**src/rtl/rr_grant_arbiter_if.sv**
```systemverilog
// Request/grant bundle between requesters (master) and the round-robin arbiter (slave).
// The release pulse is named rel because release is a reserved word.
interface rr_grant_arbiter_if #(
   parameter int NREQ = 8
);
   localparam int IDXW = (NREQ > 1) ? $clog2(NREQ) : 1;

   logic                enable;
   logic [NREQ-1:0]     req;
   logic [NREQ-1:0]     rel;
   logic [NREQ-1:0]     grant;
   logic [IDXW-1:0]     grant_idx;
   logic                grant_v;
   logic                timeout;

   modport master (
      output enable, req, rel,
      input  grant, grant_idx, grant_v, timeout
   );

   modport slave (
      input  enable, req, rel,
      output grant, grant_idx, grant_v, timeout
   );
endinterface

```
**src/rtl/rr_grant_arbiter.sv**
```systemverilog
// Round-robin arbiter: registered one-hot grant one edge after a request; held until release, request drop or MAX_HOLD timeout.
// Backpressure: a single owner at a time; other requesters wait, and enable low only blocks new grants.
module rr_grant_arbiter #(
   parameter int NREQ     = 8,
   parameter int MAX_HOLD = 64
) (
   input logic              clk,
   input logic              rst,
   rr_grant_arbiter_if.slave bus
);
   localparam int IDXW = (NREQ > 1) ? $clog2(NREQ) : 1;
   localparam int CNTW = (MAX_HOLD > 0) ? $clog2(MAX_HOLD + 1) : 1;
   localparam logic [IDXW-1:0] LAST_INIT = IDXW'(NREQ - 1);
   localparam logic [CNTW-1:0] HOLD_LAST = (MAX_HOLD > 0) ? CNTW'(MAX_HOLD - 1) : '0;

   typedef enum logic {IDLE, BUSY} state_t;

   state_t          state, state_nx;
   logic [NREQ-1:0] grant_q, grant_nx;
   logic [IDXW-1:0] idx_q, idx_nx;
   logic            vld_q, vld_nx;
   logic            tmo_q, tmo_nx;
   logic [IDXW-1:0] last_idx, last_nx;
   logic [CNTW-1:0] hold_cnt, cnt_nx;

   logic            win_found;
   logic [IDXW-1:0] win_idx;

   // Scan upward from the slot after the previous winner, wrapping once.
   always_comb begin
      win_found = 1'b0;
      win_idx   = '0;
      for (int k = 1; k <= NREQ; k++) begin
         if (!win_found && bus.req[IDXW'((int'(last_idx) + k) % NREQ)]) begin
            win_found = 1'b1;
            win_idx   = IDXW'((int'(last_idx) + k) % NREQ);
         end
      end
   end

   always_comb begin
      state_nx = state;
      grant_nx = grant_q;
      idx_nx   = idx_q;
      vld_nx   = vld_q;
      tmo_nx   = 1'b0;
      last_nx  = last_idx;
      cnt_nx   = hold_cnt;
      case (state)
         IDLE: begin
            if (bus.enable && win_found) begin
               state_nx = BUSY;
               grant_nx = NREQ'(1) << win_idx;
               idx_nx   = win_idx;
               vld_nx   = 1'b1;
               last_nx  = win_idx;
               cnt_nx   = '0;
            end
         end
         BUSY: begin
            cnt_nx = (hold_cnt == '1) ? hold_cnt : hold_cnt + CNTW'(1);
            // Owner release or request drop takes precedence over the timeout.
            if (bus.rel[idx_q] || !bus.req[idx_q]) begin
               state_nx = IDLE;
               grant_nx = '0;
               idx_nx   = '0;
               vld_nx   = 1'b0;
            end else if (MAX_HOLD != 0 && hold_cnt == HOLD_LAST) begin
               state_nx = IDLE;
               grant_nx = '0;
               idx_nx   = '0;
               vld_nx   = 1'b0;
               tmo_nx   = 1'b1;
            end
         end
         default: state_nx = IDLE;
      endcase
   end

   always_ff @(posedge clk or negedge rst) begin
      if (!rst) begin
         state    <= IDLE;
         grant_q  <= '0;
         idx_q    <= '0;
         vld_q    <= 1'b0;
         tmo_q    <= 1'b0;
         last_idx <= LAST_INIT;
         hold_cnt <= '0;
      end else begin
         state    <= state_nx;
         grant_q  <= grant_nx;
         idx_q    <= idx_nx;
         vld_q    <= vld_nx;
         tmo_q    <= tmo_nx;
         last_idx <= last_nx;
         hold_cnt <= cnt_nx;
      end
   end

   assign bus.grant     = grant_q;
   assign bus.grant_idx = idx_q;
   assign bus.grant_v   = vld_q;
   assign bus.timeout   = tmo_q;
endmodule

```
**src/flat_wrapper.sv**
```systemverilog
// flat-port wrapper written by rule: the top's interface ports become plain ports
module rr_grant_arbiter_flat 
#(
   parameter int NREQ     = 8,
   parameter int MAX_HOLD = 64
)
  (clk, rst, bus_enable, bus_req, bus_rel, bus_grant, bus_grant_idx, bus_grant_v, bus_timeout);
  rr_grant_arbiter_if #(.NREQ(NREQ)) bus_i ();
  input logic clk;
  input logic rst;
  input wire logic [$bits(bus_i.enable)-1:0] bus_enable;
  input wire logic [$bits(bus_i.req)-1:0] bus_req;
  input wire logic [$bits(bus_i.rel)-1:0] bus_rel;
  output wire logic [$bits(bus_i.grant)-1:0] bus_grant;
  output wire logic [$bits(bus_i.grant_idx)-1:0] bus_grant_idx;
  output wire logic [$bits(bus_i.grant_v)-1:0] bus_grant_v;
  output wire logic [$bits(bus_i.timeout)-1:0] bus_timeout;
  assign bus_i.enable = bus_enable;
  assign bus_i.req = bus_req;
  assign bus_i.rel = bus_rel;
  assign bus_grant = bus_i.grant;
  assign bus_grant_idx = bus_i.grant_idx;
  assign bus_grant_v = bus_i.grant_v;
  assign bus_timeout = bus_i.timeout;
  rr_grant_arbiter #(.NREQ(NREQ), .MAX_HOLD(MAX_HOLD)) u_core (.clk(clk), .rst(rst), .bus(bus_i));
endmodule
```
**config.mk**
```make
export PLATFORM = sky130hd
export DESIGN_NAME = rr_grant_arbiter_flat
export DESIGN_NICKNAME = d
export VERILOG_FILES = /design/src/rtl/rr_grant_arbiter_if.sv /design/src/rtl/rr_grant_arbiter.sv /design/src/flat_wrapper.sv
export SDC_FILE = /design/constraint.sdc
export NUM_CORES = 1
export LEC_CHECK = 0
export CAP_MARGIN = 15
export CORE_MARGIN = 2
export CORE_UTILIZATION = 54
export DETAILED_ROUTE_END_ITERATION = 10
export PLACE_DENSITY = 0.83
export SLEW_MARGIN = 40
export SYNTH_ARGS = -nofsm -noshare
export SYNTH_HDL_FRONTEND = slang
export SYNTH_SLANG_ARGS = --single-unit
```
**constraint.sdc**
```tcl
create_clock -name clk -period 4.3 [get_ports clk]
set_clock_uncertainty 0.15 [all_clocks]
set_input_delay 0.86 -clock clk [delete_from_list [all_inputs] [get_ports clk]]
set_output_delay 0.86 -clock clk [all_outputs]
set_load 0.1 [all_outputs]
```
==> results of run 1 <==
[sequential cells by signal, indices dropped and copies added (netlist names)]
name	cells
u_core.bus.grant	8
u_core.bus.grant_idx	3
u_core.bus.grant_v	1
u_core.bus.timeout	1
u_core.hold_cnt	7
u_core.last_idx	3
u_core.state	1
[per-stage QoR]
stage	cells	hold WS (ns)	worst slack, ns
after floorplan	211	0.3071	0.4115
after global routing	285	0.3654	0.1922
final	285	0.3426	0.3400
after global placement	281	0.3280	0.3465
after CTS	285	0.3477	0.4159
after detailed placement	281	0.3281	0.3338
[final timing paths]
kind / startpoint / to / slack, ns
worst max-delay path: u_core.last_idx[0] / u_core.bus.grant[1] / 0.34
worst min-delay path: u_core.bus.grant[7] / u_core.bus.grant[7] / 0.34
worst max register to register: u_core.last_idx[0] / u_core.bus.grant[1] / 0.34
worst min register to register: u_core.bus.grant[7] / u_core.bus.grant[7] / 0.34
max in group asynchronous: rst / u_core.last_idx[2] / 3.22
min in group asynchronous: rst / u_core.bus.grant[0] / 0.40
[cell families after synthesis]
family	count (synthesis)	synth area share (%)
adders and majority gates	3	1.801
xor gates and xnor gates	3	1.261
AOI/OAI and AO/OA	60	22.45
and+or+nand+nor	64	15.43
DFF	24	28.99
buffers and inverters	25	5.222
muxes	32	24.85
[worst register-to-register path, stage by stage, from the launching register on]
cell and delay [ns]:
dfstp_2 0.54, inv_2 0.10, ha_1 0.65, mux4_1 0.75, mux2i_1 0.42, and2_1 0.23, a31oi_2 0.15, and2b_2 0.29
nor2_1 0.24, buf_4 0.22, o2bb2ai_1 0.14
[layout make-up]
class | instances | area share (%)
clock buffers | 3 | 1.707
clock inverters | 1 | 1.242
inverters | 13 | 2.018
multi-input cells | 162 | 56.70
flip-flops and latches | 24 | 24.99
well taps | 48 | 2.483
repair buffers | 34 | 10.86
[metal layers]
layer / track usage [%] / vias up
li1: - / 870
met1: 34.64 / 919
met2: 38.88 / 78
met3: 2.044 / 5
met4: 6.122 / 0
met5: 0 / -
[synth_stat cells (2+ instances only)]
library cell  count
and2_1            3
nand2_1          18
a21oi_1           7
nand2b_1          3
a31oi_1           3
o21a_1            2
o311ai_0          2
o32a_1            4
a22o_1            7
nor3_1            2
mux2_2            5
dfrtp_1          21
mux4_2           14
mux2i_1          12
o221ai_1          2
nor3b_1           2
nor2b_1           5
ha_1              3
nor2_1           13
a21o_1            5
nor4_1            2
nand3_1           7
clkbuf_1          5
o21ai_0           8
buf_2             6
o211ai_1          3
and3_1            4
inv_1            12
dfstp_2           3
xor2_1            2
o2bb2ai_1         4
==> summary.txt, run 1 <==
Endpoints failing setup: 0
Post-synthesis sequential area ratio: 28.99%
# diodes: 0
Number of I/O pins: 32
Yosys top cell area share: 25.21%
Initial antenna violation count: 0
Max H-tree Level: 1
Synth area leader: dfrtp_1
Drt total wl: 4912 um
Crit path max-delay family: multiplexers
MaxCap Viol Count: 0
Mapped Nets: 233
First-pass iteration count of the detailed router: 5
Worst-path fanout max: 13
Die X: 66.13 um
Routability cong.: 0.9018
Max Transition Viols Final: 0
Status: finished, final reports clean
Total die area: 0.004373 mm2
CTS tree: yes
Drc violations: 0
Relative slew margins: 63.05%
Clock tree sinks: 24
# rows: 22
Worst path max stage delay: 0.74 ns
Slowest stage cell, crit path: mux4_1
Number of I/O port buffers: 31
Worst Hold Class: flop to flop
Most common cell after layout, fill and taps aside: dfrtp_1
Post-Syn Area: 0.002084 mm2
Met3 WL: 276 um
Cts bufs inserted: 3
R2R cell count: 10
Cts hold-fix bufs: 0
Die Y: 66.13 um
Largest cells by area after synthesis: dfrtp_1 (25%), mux4_2 (15%), mux2i_1 (5.8%)
Final setup TNS: 0 ns
M1 WL: 2145 um
Critical Path, Cell by Cell: inv_2 > ha_1 > mux4_1 > mux2i_1 > and2_1 > a31oi_2 > and2b_2 > nor2_1 > buf_4 > o2bb2ai_1
CP endpoint kind: flop
Number of distinct library cells after synthesis: 53
Gr ovfl total: 0
Antenna Nets Post-Route: 0
Clock root cell: clkbuf_8
WP depth: 10
Largest net degree at the start of global routing: 25
Area of the multi-input gates: 0.001371 mm2
Core area: 0.003689 mm2
Required time worst endpoint: 4.34 ns
Layout Nets: 260
RSZ-0062 raised after global routing: false
Synth warn: 0
All-Layer GR Usage: 23.92%
Final Hold Viols: 0
DPL Wire Length: 3590 um
CP Class: flop to flop
WL/cell: 17.24 um
Post-CTS Setup Bufs: 0
Commonest non-fill, non-tap cells in the layout: dfrtp_1 (21), nand2_1 (18), clkdlybuf4s50_1 (17), mux4_2 (14), buf_2 (14)
Met2 Wirelength: 2448 um
Post-route clock period utilization: 92.09%
Clk_lat worst skew: 0.27 ns
Vias after detailed routing: 1872
Finished Core Util: 65.57%
Initial DRC Count: 179
Worst-Margin Slew: 0.5543 ns
Synth Register Bits: 24
Setup crit start kind: flop
Clock-pin slew on the worst setup and hold paths: 0.08 ns
Post-Place Cell Area: 0.002347 mm2
Deepest clock path buffer count: 2
CP Buf/Inv Count: 2
Via density: 6.568
Layout cells sized above 1: 20.68%
Final-layout fill cell count: 317
Synth Instances: 211
EDFF count, synth: 0
Final instance area: 0.002419 mm2
Ys async rst share: 100.0%
Vias in the first global route: 1714
Global-route wire length before repair: 8107 um
Main synth FF type: dfrtp_1
Initial Utilization: 56.51%
Avg Cell Area, Syn: 9.879 um2
Hold Path Depth: 1
Minimum clock period: 3.960 ns
Synth-to-Final Area Change: 16.03%
Storage cell area: 604.3 um2
Gates resized, CTS repair: 0
Top Metal Used: met4
CP Data Arrival Time: 4.00 ns
F_max: 252.5 MHz
Power of run 1 is not shown: default switching activity piles up to over one toggle a cycle in this logic, so the estimate is an artifact.
==> run 2: changes to the inputs <==
--- a/config.mk
+++ b/config.mk
@@ -8,8 +8,11 @@
 export CAP_MARGIN = 15
 export CORE_MARGIN = 2
 export CORE_UTILIZATION = 54
+export CTS_BUF_LIST = sky130_fd_sc_hd__clkbuf_4 sky130_fd_sc_hd__clkbuf_8 sky130_fd_sc_hd__clkbuf_16
+export CTS_CLUSTER_DIAMETER = 80
 export DETAILED_ROUTE_END_ITERATION = 10
 export PLACE_DENSITY = 0.83
+export SKIP_CTS_REPAIR_TIMING = 1
 export SLEW_MARGIN = 40
 export SYNTH_ARGS = -nofsm -noshare
 export SYNTH_HDL_FRONTEND = slang
==> results of run 2 <==
The final DEF is identical to that of run 1; final timing and power are the same.
Power of run 2 is left out for the same reason.
==> run 3: changes to the inputs <==
--- a/config.mk
+++ b/config.mk
@@ -6,8 +6,10 @@
 export NUM_CORES = 1
 export LEC_CHECK = 0
 export CAP_MARGIN = 15
+export CELL_PAD_IN_SITES_DETAIL_PLACEMENT = 1
+export CELL_PAD_IN_SITES_GLOBAL_PLACEMENT = 2
 export CORE_MARGIN = 2
-export CORE_UTILIZATION = 54
+export CORE_UTILIZATION = 34
 export CTS_BUF_LIST = sky130_fd_sc_hd__clkbuf_4 sky130_fd_sc_hd__clkbuf_8 sky130_fd_sc_hd__clkbuf_16
 export CTS_CLUSTER_DIAMETER = 80
 export DETAILED_ROUTE_END_ITERATION = 10
==> run 3 against run 2 <==
  * Wire length is 14% higher
  * Fmax up 4.2%
  * Clock-buffer cell count grew 1
  * Setup slack better by 0.16 ns
  * Non-clock buffer count increased by 2
  * Core utilization down 24 points
  * Sequential share of layout area is 0.27 points lower
==> summary.txt, run 3 (synthesis results as in run 1) <==
Max reg flops: 8
MaxCap Viol Count: 0
Initial antenna violation count: 0
DPL Wire Length: 4309 um
CTS tree: yes
CP endpoint kind: flop
Number of I/O port buffers: 31
Cts bufs inserted: 3
Drt total wl: 5618 um
Minimum clock period: 3.801 ns
F_max: 263.1 MHz
Die X: 82.30 um
Layout cells sized above 1: 21.34%
Deepest clock path buffer count: 2
Final instance area: 0.002445 mm2
Vias after detailed routing: 1805
Most common cell after layout, fill and taps aside: dfrtp_1
Clock root cell: clkbuf_8
Hold Path Depth: 1
Routability cong.: 0.8817
All-Layer GR Usage: 17.99%
Final setup TNS: 0 ns
Status: finished, final reports clean
Total die area: 0.006773 mm2
Required time worst endpoint: 4.34 ns
Crit path capture: u_core.bus.grant[7]
Layout Nets: 262
# rows: 28
Core area: 0.005921 mm2
RSZ-0062 raised after global routing: false
Critical Path, Cell by Cell: inv_2 > ha_1 > buf_4 > mux2i_1 > mux4_2 > a32o_2 > a31oi_2 > nand2b_1 > or3b_1 > o2bb2ai_1
Largest net degree at the start of global routing: 25
Commonest non-fill, non-tap cells in the layout: dfrtp_1 (21), nand2_1 (18), clkdlybuf4s50_1 (17), mux4_2 (14), buf_2 (14)
Initial DRC Count: 72
Worst-Margin Slew: 0.5261 ns
Die Y: 82.30 um
Drc violations: 0
Slowest stage cell, crit path: ha_1
# diodes: 0
Endpoints failing setup: 0
Relative slew margins: 64.68%
Final Hold Viols: 0
Clk_lat worst skew: 0.26 ns
Global-route wire length before repair: 9363 um
CP Class: flop to flop
Antenna Nets Post-Route: 0
Worst reg-to-reg setup slack: 0.50 ns
Vias in the first global route: 1836
R2R cell count: 10
Post-Place Cell Area: 0.002396 mm2
Worst path max stage delay: 0.56 ns
Setup crit start kind: flop
Number of cells after detailed placement: 310
RR Endpoint: u_core.bus.grant[7]
Critical path startpoint: u_core.last_idx[0]
Synth-to-Final Area Change: 17.29%
Worst reg2reg startpoint: u_core.last_idx[0]
Via density: 5.748
Final-layout fill cell count: 692
Max Transition Viols Final: 0
WL/cell: 17.89 um
Clock-pin slew on the worst setup and hold paths: 0.08 ns
CP Data Arrival Time: 3.84 ns
Worst Hold Class: flop to flop
Clock tree sinks: 24
Post-route clock period utilization: 88.39%
Initial Utilization: 35.21%
Layout Cells excl Fill: 314
Gr ovfl total: 0
Worst-path fanout max: 13
Max H-tree Level: 1
First-pass iteration count of the detailed router: 4
Number of I/O pins: 32
[run 3: cell type report]
| type | instances | area (um2) | area share [%] |
|---|---|---|---|
| sequential | 24 | 604.3 | 24.72 |
| clock buffer | 4 | 48.80 | 1.996 |
| tap | 75 | 93.84 | 3.838 |
| inverter | 13 | 48.80 | 1.996 |
| timing repair buffer | 36 | 277.8 | 11.36 |
| multi-input combinational | 162 | 1371 | 56.09 |
[run 3: layer usage]
layer | part of all wire [%] | track usage [%]
met4 | 1.4 | 5.167
met1 | 49 | 26.12
met2 | 47 | 28.79
met5 | 0 | 0
met3 | 1.8 | 1.304
[run 3: worst min path at each step]
stage                             start                   to
finish              u_core.bus.grant[1]  u_core.bus.grant[1]
global route        u_core.bus.grant[7]  u_core.bus.grant[7]
CTS                 u_core.bus.grant[1]  u_core.bus.grant[1]
detailed placement  u_core.bus.grant[3]  u_core.bus.grant[3]
global placement    u_core.bus.grant[1]  u_core.bus.grant[1]
floorplan            u_core.hold_cnt[6]   u_core.bus.timeout
[run 3: metrics by stage]
step / worst slack, ns / utilization, % / hold slack (ns)
3_5_place_dp: 0.3243 / 40.47 / 0.3274
4_1_cts: 0.5037 / 41.29 / 0.3478
2_1_floorplan: 0.4115 / - / 0.3071
3_3_place_gp: 0.3706 / 41.65 / 0.3297
5_1_grt: 0.2575 / 41.29 / 0.3695
6_report: 0.4992 / 41.29 / 0.3406
[run 3: critical path: cells and delay by family (launching register included)]
| family | cells | cell delay [ns] |
|---|---|---|
| AO/OA/AOI/OAI | 3 | 0.77 |
| adder cells (fa/ha/maj) | 1 | 0.56 |
| buffers and inverters | 2 | 0.32 |
| flip-flops | 1 | 0.54 |
| multiplexers | 2 | 0.58 |
| AND/OR/NAND/NOR | 2 | 0.80 |
Power of run 3 is left out for the same reason.
